File: config.mk
export PLATFORM = sky130hd
export DESIGN_NAME = mem_arbiter
export DESIGN_NICKNAME = d
export VERILOG_FILES = /design/src/rtl/mem_arbiter.sv
export SDC_FILE = /design/constraint.sdc
export NUM_CORES = 1
export LEC_CHECK = 0
export CAP_MARGIN = 40
export CORE_MARGIN = 2
export CORE_UTILIZATION = 25
export CTS_CLUSTER_SIZE = 20
export DETAILED_ROUTE_END_ITERATION = 6
export GPL_ROUTABILITY_DRIVEN = 0
export SLEW_MARGIN = 20
export SYNTH_ARGS = -nofsm -noshare
export SYNTH_HDL_FRONTEND = slang
export SYNTH_SLANG_ARGS = --single-unit
File: constraint.sdc
create_clock -name clk -period 3.6 [get_ports clk]
set_input_delay 0.54 -clock clk [delete_from_list [all_inputs] [get_ports clk]]
set_output_delay 0.54 -clock clk [all_outputs]
set_load 0.03 [all_outputs]
File: src/rtl/mem_arbiter.sv
// Round-robin arbiter sharing one synchronous-read memory between CPU and peripheral.
// Every access runs IDLE -> ACCESS -> WAIT -> RESP, with a one-cycle ready pulse in RESP.
module mem_arbiter #(
   parameter int DATA_W = 22,
   parameter int ADDR_W = 22
) (
   input  logic              clk,
   input  logic              rst,
   input  logic              cpu_req,
   input  logic              cpu_we,
   input  logic [ADDR_W-1:0] cpu_addr,
   input  logic [DATA_W-1:0] cpu_wdata,
   output logic              cpu_ready,
   output logic [DATA_W-1:0] cpu_rdata,
   output logic              cpu_stall,
   input  logic              per_req,
   input  logic              per_we,
   input  logic [ADDR_W-1:0] per_addr,
   input  logic [DATA_W-1:0] per_wdata,
   output logic              per_ready,
   output logic [DATA_W-1:0] per_rdata,
   output logic [ADDR_W-1:0] mem_addr,
   output logic [DATA_W-1:0] mem_wdata,
   output logic              mem_we,
   input  logic [DATA_W-1:0] mem_rdata
);

   typedef enum logic [1:0] {IDLE, ACCESS, WAIT, RESP} state_t;

   state_t state_q, state_d;
   logic grant_q, grant_d;
   logic last_q, last_d;
   logic cpu_ready_q, cpu_ready_d;
   logic per_ready_q, per_ready_d;
   logic [DATA_W-1:0] cpu_rdata_q, cpu_rdata_d;
   logic [DATA_W-1:0] per_rdata_q, per_rdata_d;
   logic [ADDR_W-1:0] mem_addr_q, mem_addr_d;
   logic [DATA_W-1:0] mem_wdata_q, mem_wdata_d;
   logic mem_we_q, mem_we_d;
   logic win_per;

   // grant/last encoding: 1 = peripheral; on a tie the port not served last wins
   assign win_per = per_req & (~cpu_req | ~last_q);

   always_comb begin
      state_d     = state_q;
      grant_d     = grant_q;
      last_d      = last_q;
      cpu_ready_d = 1'b0;
      per_ready_d = 1'b0;
      cpu_rdata_d = cpu_rdata_q;
      per_rdata_d = per_rdata_q;
      mem_addr_d  = mem_addr_q;
      mem_wdata_d = mem_wdata_q;
      mem_we_d    = 1'b0;
      unique case (state_q)
         IDLE: begin
            if (cpu_req | per_req) begin
               grant_d     = win_per;
               last_d      = win_per;
               mem_addr_d  = win_per ? per_addr  : cpu_addr;
               mem_wdata_d = win_per ? per_wdata : cpu_wdata;
               mem_we_d    = win_per ? per_we    : cpu_we;
               state_d     = ACCESS;
            end
         end
         ACCESS: state_d = WAIT;
         WAIT: begin
            if (grant_q) begin
               per_rdata_d = mem_rdata;
               per_ready_d = 1'b1;
            end else begin
               cpu_rdata_d = mem_rdata;
               cpu_ready_d = 1'b1;
            end
            state_d = RESP;
         end
         RESP: state_d = IDLE;
         default: state_d = IDLE;
      endcase
   end

   always_ff @(posedge clk or posedge rst) begin
      if (rst) begin
         state_q     <= IDLE;
         grant_q     <= 1'b0;
         last_q      <= 1'b1;
         cpu_ready_q <= 1'b0;
         per_ready_q <= 1'b0;
         cpu_rdata_q <= '0;
         per_rdata_q <= '0;
         mem_addr_q  <= '0;
         mem_wdata_q <= '0;
         mem_we_q    <= 1'b0;
      end else begin
         state_q     <= state_d;
         grant_q     <= grant_d;
         last_q      <= last_d;
         cpu_ready_q <= cpu_ready_d;
         per_ready_q <= per_ready_d;
         cpu_rdata_q <= cpu_rdata_d;
         per_rdata_q <= per_rdata_d;
         mem_addr_q  <= mem_addr_d;
         mem_wdata_q <= mem_wdata_d;
         mem_we_q    <= mem_we_d;
      end
   end

   assign cpu_ready = cpu_ready_q;
   assign per_ready = per_ready_q;
   assign cpu_rdata = cpu_rdata_q;
   assign per_rdata = per_rdata_q;
   assign mem_addr  = mem_addr_q;
   assign mem_wdata = mem_wdata_q;
   assign mem_we    = mem_we_q;
   assign cpu_stall = cpu_req & ~cpu_ready_q;

endmodule

==> results.py <==
metrics = {
    "synth": {
        "register_area_share_after_synthesis_pct": 60.4,
        "synthesis.nets": 483,
        "netlist_instances": 365,
        "ys_top_cells_by_area": "sky130_fd_sc_hd__dfrtp_1 (60%), sky130_fd_sc_hd__mux2_2 (13%), sky130_fd_sc_hd__a21oi_1 (11%), sky130_fd_sc_hd__nand2_1 (4.6%), sky130_fd_sc_hd__nor2_1 (4.4%)",
        "synth.distinct_cells": 19,
        "yosys_warnings": 0,
        "post_synth_instance_area_um2": 3940,
        "synth_top_cell_area_share_pct": 59.8,
        "mapped_avg_cell_area_um2": 10.8,
        "yosys_register_bits": 95,
        "yosys.area.top_type": "sky130_fd_sc_hd__dfrtp_1",
    },
    "timing": {
        "finalHoldViolCount": 0,
        "achievable-frequency_mhz": 376,
        "worst_pin_slew_ns": 0.740,
        "timing.slew.headroom_pct": 50.6,
        "finalWorstPathRequiredPeriod_ns": 2.66,
        "finalClockSkew_ns": 0.00680,
        "rsz0062_at_grt": "no",
        "setup_tns_ns": 0,
        "portion_of_the_clock_cycle_consumed_by_the_worst_path_in_the_final_layout_pct": 73.9,
        "setup_viol": 0,
        "final_max_slew_viol_count": 0,
    },
    "die": {
        "area_enclosed_by_the_die_boundary_um2": 16800,
        "die_height_um": 129,
        "num_rows": 45,
        "die_width_um": 129,
        "boundaryPins": 208,
        "coreArea_um2": 15300,
        "initial_core_util_pct": 25.7,
    },
    "route": {
        "routed_wl_um": 11800,
        "detailedRoute.firstPassIterationCount": 4,
        "met1_length_um": 4930,
        "via_density": 4.41,
        "detail_route.drc_violations": 0,
        "routedWlPerCell_um": 15.2,
        "dr.first_iter.drc_count": 158,
        "drtAntennaViolNets": 0,
        "route.met2.wl_um": 5980,
        "met3_length_um": 724,
        "routed.top_layer": "met4",
        "total_number_of_vias": 3441,
    },
    "global_routing": {
        "grt_antenna_before_repair": 0,
        "grt_pass1_wl_um": 18300,
        "first_global_vias": 3523,
        "grt_remaining_overflow": 0,
        "pin_count_of_the_biggest_net_entering_global_routing": 96,
        "gr-usage-all-layers_pct": 14.1,
    },
    "worst_setup_path": {
        "worst-endpoint-required_ns": 3.06,
        "worstSetupStartpointType": "primary input",
        "criticalPathCategory": "in -> out",
        "critical_path_arrival_ns": 2.12,
        "cp_max_fo": 7,
        "timing.critical_path.to_type": "primary output",
    },
    "layout": {
        "final_net_count": 683,
        "final_layout_size_suffix_gt1_share_pct": 12.6,
        "area_growth_syn_to_layout_pct": 66.2,
        "num_antenna_cells": 0,
        "design_area_um2": 6540,
    },
    "pwr": {
        "vdd_drop_max_mv": 0.343,
        "leakage_power_nw": 2.72,
        "power.density_cell_area_nw_per_um2": 971,
    },
    "place": {
        "post-dp-hpwl_um": 8400,
        "port_buffer_count": 207,
        "dpl_cell_area_um2": 6240,
    },
    "clock_tree": {
        "cts_resized": 0,
        "post_cts_buffers": 0,
        "cts_root_buf": "sky130_fd_sc_hd__clkbuf_16",
        "cts-root-to-sink-buffers": 2,
        "cts_tree": "yes",
        "tritoncts_num_sinks": 95,
        "number_of_h_tree_levels": 3,
        "cts_made_buffers": 9,
        "worstSkewPairLatency_ns": 0.34,
        "number_of_buffers_added_to_fix_hold_violations_after_cts": 0,
        "clk_pin_slew_worst_paths_ns": 0.07,
    },
    "run": {
        "cap_violations": 0,
    },
    "min_path": {
        "hp-class": "reg -> reg",
    },
    "run_status": {
        "run_status": "complete, no violations",
    },
}
## cells in the final DEF, fill, tap and decap left out
cell / netlist / layout
sky130_fd_sc_hd__a22o_1: 1 / 1
sky130_fd_sc_hd__dfrtp_1: 94 / 94
sky130_fd_sc_hd__inv_4: 0 / 1
sky130_fd_sc_hd__clkinv_4: 0 / 1
sky130_fd_sc_hd__inv_6: 0 / 1
sky130_fd_sc_hd__dfstp_2: 1 / 1
sky130_fd_sc_hd__clkbuf_16: 0 / 9
sky130_fd_sc_hd__clkinvlp_4: 0 / 3
sky130_fd_sc_hd__inv_1: 5 / 4
sky130_fd_sc_hd__nand2b_1: 1 / 1
sky130_fd_sc_hd__a21oi_1: 90 / 90
sky130_fd_sc_hd__a21boi_4: 1 / 1
sky130_fd_sc_hd__nand2_1: 48 / 48
sky130_fd_sc_hd__ha_1: 2 / 2
sky130_fd_sc_hd__a31oi_1: 2 / 2
sky130_fd_sc_hd__nor2_1: 46 / 46
sky130_fd_sc_hd__bufinv_16: 0 / 1
sky130_fd_sc_hd__clkbuf_1: 4 / 1
sky130_fd_sc_hd__a21bo_2: 1 / 1
sky130_fd_sc_hd__mux2_2: 45 / 45
sky130_fd_sc_hd__buf_12: 0 / 2
sky130_fd_sc_hd__buf_4: 2 / 4
sky130_fd_sc_hd__o21ai_4: 0 / 1
sky130_fd_sc_hd__nor2b_1: 1 / 1
sky130_fd_sc_hd__clkdlybuf4s50_1: 0 / 207
sky130_fd_sc_hd__o21a_1: 1 / 1
sky130_fd_sc_hd__buf_8: 0 / 1
## metrics by stage
step	util [%]	cells	hold slack, ns	worst slack, ns	power, mW
after floorplan	-	365	0.479	0.585	3.95
after global placement	40.5	763	0.487	0.934	5.36
after detailed placement	40.8	765	0.493	0.950	5.45
after CTS	42.7	781	0.507	0.916	6.46
after global routing	42.7	781	0.517	0.817	6.74
final	42.7	781	0.504	0.938	6.35
## critical path: stages
cell	delay, ns
sky130_fd_sc_hd__clkdlybuf4s50_1	0.69
sky130_fd_sc_hd__nor2b_1	0.19
sky130_fd_sc_hd__clkdlybuf4s50_1	0.71
## logic make-up (layout without fill, tap and decap cells)
kind of cell	after synthesis	in the layout	share of synthesized area [%]
fa+ha+maj	2	2	0.636
flops	95	95	60.4
buf+inv	30	235	3.66
compound gates	97	97	13.1
simple gates	96	96	9.28
mux	45	45	12.9
## cells in the mapped netlist (all sizes together)
library cell,instances
a21bo,1
a21boi,1
a21oi,90
a22o,1
a31oi,2
buf,21
clkbuf,4
dfrtp,94
dfstp,1
ha,2
inv,5
mux2,45
nand2,48
nand2b,1
nor2,46
nor2b,1
o21a,1
o21ai,1
## area by class of cell
class,count,area (um^2)
fillers,1498,8770
clock inverters,6,70.1
repair buffers,214,2160
well taps,211,264
clock buffers,10,229
flip-flops and latches,95,2380
multi-input cells,240,1420
inverters,5,21.3
## layer usage
metal | GRT usage [%] | vias to the layer above
li1 | - | 1632
met1 | 16.6 | 1678
met2 | 24.7 | 119
met3 | 3.18 | 12
met4 | 6.07 | 0
met5 | 0 | -
## flip-flops by register name (all words and copies together) (netlist names)
register and cells:
state_q 2, last_q 1, cpu_rdata 22, mem_we 1, mem_addr 22, per_rdata 22
mem_wdata 22, per_ready 1, grant_q 1, cpu_ready 1
## power by group
part / internal [mW] / switching [mW] / leakage [nW] / total [mW]
logic: 1.53 / 1.96 / 1.49 / 3.49
clock network: 0.542 / 0.420 / 0.135 / 0.962
registers: 1.62 / 0.278 / 1.09 / 1.90
total: 3.70 / 2.66 / 2.72 / 6.35
## final timing paths
check	cells after the start	slack [ns]	startpoint	to
max	3	0.94	cpu_req	cpu_stall
min	1	0.50	cpu_rdata[1]$_DFFE_PP0P_	cpu_rdata[1]$_DFFE_PP0P_
max reg2reg	4	1.71	state_q[1]$_DFFE_PP0P_	per_rdata[17]$_DFFE_PP0P_
min reg2reg	1	0.50	cpu_rdata[1]$_DFFE_PP0P_	cpu_rdata[1]$_DFFE_PP0P_
max in group asynchronous	3	2.53	rst	last_q$_DFFE_PP1P_
min in group asynchronous	3	0.67	rst	cpu_rdata[16]$_DFFE_PP0P_
Note: power is estimated with default switching activity, not from simulation.
